$ cat src/rtl/uart_rx_if.sv
// rtl/uart_rx_if.sv - serial line and received-byte signals of the MIDI UART receiver
interface uart_rx_if;
  logic       i_Rx_Serial;
  logic       o_Rx_DV;
  logic [7:0] o_Rx_Byte;
  logic       o_Rx_Active;
  logic       o_Rx_Frame_Err;

  // Line driver / byte consumer side
  modport master (
    output i_Rx_Serial,
    input  o_Rx_DV,
    input  o_Rx_Byte,
    input  o_Rx_Active,
    input  o_Rx_Frame_Err
  );

  // Receiver side
  modport slave (
    input  i_Rx_Serial,
    output o_Rx_DV,
    output o_Rx_Byte,
    output o_Rx_Active,
    output o_Rx_Frame_Err
  );
endinterface

$ cat src/rtl/uart_rx.sv
// rtl/uart_rx.sv - 8N1 serial receiver with mid-bit sampling and framing-error detection
module uart_rx #(
  parameter int CLKS_PER_BIT = 384
) (
  input  logic      i_Clock,
  input  logic      i_Reset,
  uart_rx_if.slave  rx_if
);

  localparam logic [12:0] HALF = 13'((CLKS_PER_BIT - 1) / 2);
  localparam logic [12:0] LAST = 13'(CLKS_PER_BIT - 1);

  typedef enum logic [2:0] {
    S_IDLE      = 3'd0,
    S_START     = 3'd1,
    S_DATA      = 3'd2,
    S_STOP      = 3'd3,
    S_CLEANUP   = 3'd4,
    S_WAIT_HIGH = 3'd5
  } state_t;

  logic        r_Sync1;
  logic        r_Rx;
  state_t      r_State;
  logic [12:0] r_Count;
  logic [2:0]  r_Bit_Idx;
  logic [7:0]  r_Shift;
  logic [7:0]  r_Byte;
  logic        r_DV;
  logic        r_Err;
  logic        r_Active;

  state_t      w_State_Next;
  logic [12:0] w_Count_Next;
  logic [2:0]  w_Bit_Idx_Next;
  logic [7:0]  w_Shift_Next;
  logic [7:0]  w_Byte_Next;
  logic        w_DV_Next;
  logic        w_Err_Next;
  logic        w_Active_Next;

  // Two-flop synchroniser; idles high so reset never looks like a start bit
  always_ff @(posedge i_Clock or posedge i_Reset) begin
    if (i_Reset) begin
      r_Sync1 <= 1'b1;
      r_Rx    <= 1'b1;
    end else begin
      r_Sync1 <= rx_if.i_Rx_Serial;
      r_Rx    <= r_Sync1;
    end
  end

  // State and datapath registers
  always_ff @(posedge i_Clock or posedge i_Reset) begin
    if (i_Reset) begin
      r_State   <= S_IDLE;
      r_Count   <= 13'd0;
      r_Bit_Idx <= 3'd0;
      r_Shift   <= 8'h00;
      r_Byte    <= 8'h00;
      r_DV      <= 1'b0;
      r_Err     <= 1'b0;
      r_Active  <= 1'b0;
    end else begin
      r_State   <= w_State_Next;
      r_Count   <= w_Count_Next;
      r_Bit_Idx <= w_Bit_Idx_Next;
      r_Shift   <= w_Shift_Next;
      r_Byte    <= w_Byte_Next;
      r_DV      <= w_DV_Next;
      r_Err     <= w_Err_Next;
      r_Active  <= w_Active_Next;
    end
  end

  // Next-state and output decode; pulses default low so they last one cycle
  always_comb begin
    w_State_Next   = r_State;
    w_Count_Next   = r_Count;
    w_Bit_Idx_Next = r_Bit_Idx;
    w_Shift_Next   = r_Shift;
    w_Byte_Next    = r_Byte;
    w_DV_Next      = 1'b0;
    w_Err_Next     = 1'b0;
    w_Active_Next  = r_Active;

    case (r_State)
      S_IDLE: begin
        w_Count_Next   = 13'd0;
        w_Bit_Idx_Next = 3'd0;
        w_Active_Next  = 1'b0;
        if (!r_Rx) begin
          w_State_Next  = S_START;
          w_Active_Next = 1'b1;
        end
      end

      // Re-check the line at the middle of the start bit to reject glitches
      S_START: begin
        w_Active_Next = 1'b1;
        if (r_Count == HALF) begin
          w_Count_Next = 13'd0;
          if (!r_Rx) begin
            w_State_Next = S_DATA;
          end else begin
            w_State_Next  = S_IDLE;
            w_Active_Next = 1'b0;
          end
        end else begin
          w_Count_Next = r_Count + 13'd1;
        end
      end

      // Counter is now aligned to mid-bit; one full period lands on the next bit centre
      S_DATA: begin
        if (r_Count == LAST) begin
          w_Count_Next            = 13'd0;
          w_Shift_Next[r_Bit_Idx] = r_Rx;
          if (r_Bit_Idx != 3'd7) begin
            w_Bit_Idx_Next = r_Bit_Idx + 3'd1;
          end else begin
            w_Bit_Idx_Next = 3'd0;
            w_State_Next   = S_STOP;
          end
        end else begin
          w_Count_Next = r_Count + 13'd1;
        end
      end

      // A low stop bit discards the byte and waits for the line to recover
      S_STOP: begin
        if (r_Count == LAST) begin
          w_Count_Next = 13'd0;
          if (r_Rx) begin
            w_Byte_Next  = r_Shift;
            w_DV_Next    = 1'b1;
            w_State_Next = S_CLEANUP;
          end else begin
            w_Err_Next   = 1'b1;
            w_State_Next = S_WAIT_HIGH;
          end
        end else begin
          w_Count_Next = r_Count + 13'd1;
        end
      end

      S_CLEANUP: begin
        w_Active_Next = 1'b0;
        w_State_Next  = S_IDLE;
      end

      // Break or stuck-low line: hold off until it returns high
      S_WAIT_HIGH: begin
        w_Active_Next = 1'b0;
        if (r_Rx) begin
          w_State_Next = S_IDLE;
        end
      end

      default: begin
        w_State_Next   = S_IDLE;
        w_Count_Next   = 13'd0;
        w_Bit_Idx_Next = 3'd0;
        w_Active_Next  = 1'b0;
      end
    endcase
  end

  assign rx_if.o_Rx_DV        = r_DV;
  assign rx_if.o_Rx_Byte      = r_Byte;
  assign rx_if.o_Rx_Active    = r_Active;
  assign rx_if.o_Rx_Frame_Err = r_Err;

endmodule

$ cat src/flat_wrapper.sv
// flat-port wrapper written by rule: the top's interface ports become plain ports
module uart_rx_flat 
#(
  parameter int CLKS_PER_BIT = 384
)
  (i_Clock, i_Reset, rx_if_i_Rx_Serial, rx_if_o_Rx_DV, rx_if_o_Rx_Byte, rx_if_o_Rx_Active, rx_if_o_Rx_Frame_Err);
  uart_rx_if rx_if_i ();
  input  logic i_Clock;
  input  logic i_Reset;
  input wire logic [$bits(rx_if_i.i_Rx_Serial)-1:0] rx_if_i_Rx_Serial;
  output wire logic [$bits(rx_if_i.o_Rx_DV)-1:0] rx_if_o_Rx_DV;
  output wire logic [$bits(rx_if_i.o_Rx_Byte)-1:0] rx_if_o_Rx_Byte;
  output wire logic [$bits(rx_if_i.o_Rx_Active)-1:0] rx_if_o_Rx_Active;
  output wire logic [$bits(rx_if_i.o_Rx_Frame_Err)-1:0] rx_if_o_Rx_Frame_Err;
  assign rx_if_i.i_Rx_Serial = rx_if_i_Rx_Serial;
  assign rx_if_o_Rx_DV = rx_if_i.o_Rx_DV;
  assign rx_if_o_Rx_Byte = rx_if_i.o_Rx_Byte;
  assign rx_if_o_Rx_Active = rx_if_i.o_Rx_Active;
  assign rx_if_o_Rx_Frame_Err = rx_if_i.o_Rx_Frame_Err;
  uart_rx #(.CLKS_PER_BIT(CLKS_PER_BIT)) u_core (.i_Clock(i_Clock), .i_Reset(i_Reset), .rx_if(rx_if_i));
endmodule
$ cat config.mk
export PLATFORM = sky130hd
export DESIGN_NAME = uart_rx_flat
export DESIGN_NICKNAME = d
export VERILOG_FILES = /design/src/rtl/uart_rx_if.sv /design/src/rtl/uart_rx.sv /design/src/flat_wrapper.sv
export SDC_FILE = /design/constraint.sdc
export NUM_CORES = 1
export LEC_CHECK = 0
export CORE_ASPECT_RATIO = 1.1
export CORE_MARGIN = 2
export CORE_UTILIZATION = 62
export CTS_BUF_LIST = sky130_fd_sc_hd__clkbuf_4 sky130_fd_sc_hd__clkbuf_8
export DETAILED_ROUTE_END_ITERATION = 8
export PLACE_DENSITY = 0.83
export SYNTH_ARGS = -nofsm -noshare
export SYNTH_HDL_FRONTEND = slang
export SYNTH_SLANG_ARGS = --single-unit
$ cat constraint.sdc
create_clock -name i_Clock -period 3.99 [get_ports i_Clock]
set_input_delay 0.798 -clock i_Clock [delete_from_list [all_inputs] [get_ports i_Clock]]
set_output_delay 0.798 -clock i_Clock [all_outputs]
set_load 0.05 [all_outputs]
==> metrics <==
status=finished, final reports clean; hold slack final=0.365 ns; GRT overflow=0; Vias/cell=6.09; post-synth top area share=46.9%; RSZ-0062 raised after global routing=false; first-pass detailed-route iteration total=4; period utilization=63.6%; post-detail-place hpwl=2610 um; HP Start=u_core.r_Sync1; post-synthesis cell type count=45; sequential cell area fraction in the yosys report=49.5%; kind of critical path=reg -> reg; Tot GR Track Use=24.1%; Clock Skew=0.0102 ns; # resized after CTS=0; pre-CTS WS=1.49 ns; relative slew slack=41.7%; Req. time, crit path=4.25 ns; Arrival @ worst endpoint=2.80 ns; DRT iter0 DRCs=60; die height=64.0 um; CP Launch Point=u_core.r_Count[0]; Post-route DRC=0; clk sinks=40; Max Clock Freq=394 MHz; ratio of cells with drive above 1 in the final layout=18.3%; initial antenna violation count=0; IO buf count=13; antenna-violating nets left=0; max cap viols=0; cells after synthesis=186; Least-Margin Pin Slew=0.871 ns; Clock Tree Root=clkbuf_4; core area=0.00307 mm2; CTS buffer count=5; Synth Net Count=192; Slew Limit Fails=0; Async SR Flop Fraction=100%; top cell type by total area after synthesis=dfrtp_1; commonest cells in the netlist=dfrtp_1, mux2_2, nand2_1; CTS Hold Bufs=0; top cells by area, synth=dfrtp_1, mux2_2, dfstp_2; Final nets=202; Yosys reg bits=40; total power=0.698 mW; vias in the first global route=1,520; Crit. End Element=register; CP max FO=19; CTS H-Tree Depth=2; final count of hold timing violations=0; crit start category=register; placed instance count=223; row cnt=21; later-pin clock latency in the skew report=0.37 ns; CTS tree=built; fin crit period=2.54 ns; P_leak=1.01 nW; Post-synth EDFFs=0; Final Cell Area=0.00223 mm2; chip width=58.5 um; Die ar.=0.00374 mm2; PD cells=313 mW/mm2; Synth Flop Type=dfrtp_1; largest net degree at the start of global routing=41; # IOs=14; Placer Congestion=0.800; most common cell in the synthesized netlist=dfrtp_1; Antenna diodes=0; clk slew on worst S/H paths=0.12 ns; setup violators final=0; Post-Syn Area per Cell=10.9 um2; reg2reg start=u_core.r_Count[0]; Setup TNS Final=0 ns; post-CTS setup buffer count=0; global-route wire length before repair=6810 um; Routed WL per cell=15.7 um; initial core utilization=65.9%; Setup WS post-layout=1.45 ns; P&R area growth vs syn=10.0%; Min-Delay Path Class=reg -> reg; final WL=3630 um; Post-Layout Cell Count=231; Netlist Area Pre-Place=0.00203 mm2; maximum vdd ir drop=0.353 mV; Max clock buf depth=2; via count=1,407; Syn. warnings=0; final core utilization=72.5%; Post-DP Area=0.00214 mm2
-- worst paths after layout --
path	slack, ns	endpoint	depth (start not counted)
min in group asynchronous	0.84	u_core.rx_if.o_Rx_DV	3
setup reg to reg	1.45	u_core.r_State[1]	6
setup / recovery	1.45	u_core.r_State[1]	6
max in group asynchronous	2.79	u_core.r_Rx	3
hold / removal	0.36	u_core.r_Rx	0
hold reg to reg	0.36	u_core.r_Rx	0
-- power breakdown --
group          switching, mW  internal, mW  total, mW
Sequential           0.00171         0.407      0.409
Combinational        0.00949       0.00357     0.0131
Clock                  0.142         0.134      0.276
Total                  0.153         0.545      0.698
-- metal layers --
metal	up-vias	global-route usage (%)	share of wire [%]
met2	23	41.2	53
met4	0	9.59	1.9
met1	688	28.0	41
met5	-	0	0
li1	687	-	-
met3	9	6.88	3.8
-- worst max-delay path, stage by stage, from the launching register on --
cell	delay, ns
dfrtp_1	0.43
ha_1	0.22
and4_1	0.37
a41oi_1	0.23
a31o_1	0.48
a311oi_4	0.33
mux2_2	0.37
-- layout by cell type (no fill, tap or decap), types with 2 or more instances in the layout --
cell / count
a21oi_1: 9
a22o_1: 4
a22oi_1: 3
a31oi_1: 2
a41oi_1: 2
and2_1: 2
and3_1: 5
clkbuf_4: 5
clkdlybuf4s50_1: 13
clkinv_4: 2
dfrtp_1: 38
dfstp_2: 2
ha_1: 3
inv_1: 7
mux2_2: 16
nand2_1: 14
nand2b_1: 5
nand3_1: 10
nand3b_1: 6
nor2_1: 10
nor2b_1: 2
nor3_1: 3
nor3b_2: 2
o21ai_0: 8
xor2_1: 3
-- state kept, by name, indices dropped and copies added (netlist names) --
| name | count |
|---|---|
| u_core.r_Sync1 | 1 |
| u_core.rx_if.o_Rx_DV | 1 |
| u_core.r_Bit_Idx | 3 |
| u_core.rx_if.o_Rx_Byte | 8 |
| u_core.rx_if.o_Rx_Frame_Err | 1 |
| u_core.rx_if.o_Rx_Active | 1 |
| u_core.r_Shift | 8 |
| u_core.r_State | 3 |
| u_core.r_Count | 13 |
| u_core.r_Rx | 1 |
-- area by class of cell --
type / instances / area, um2
tap: 34 / 42.5
fill: 230 / 846
multi-input combinational: 128 / 933
timing repair buffer: 14 / 138
clock buffer: 5 / 37.5
sequential: 40 / 1000
inverter: 7 / 26.3
clock inverter: 3 / 47.5
-- kinds of logic (layout without fill, tap and decap cells) --
logic type	Yosys count	after routing	synth area share, %
flip-flops	40	40	49.5
adder cells (fa/ha/maj)	3	3	1.85
buffers and inverters	18	29	4.39
AND/OR/NAND/NOR	69	69	20.8
XOR/XNOR	4	4	1.73
multiplexers	17	17	9.45
AO/OA/AOI/OAI	35	35	12.2
Power figures use the tool's default switching activity.
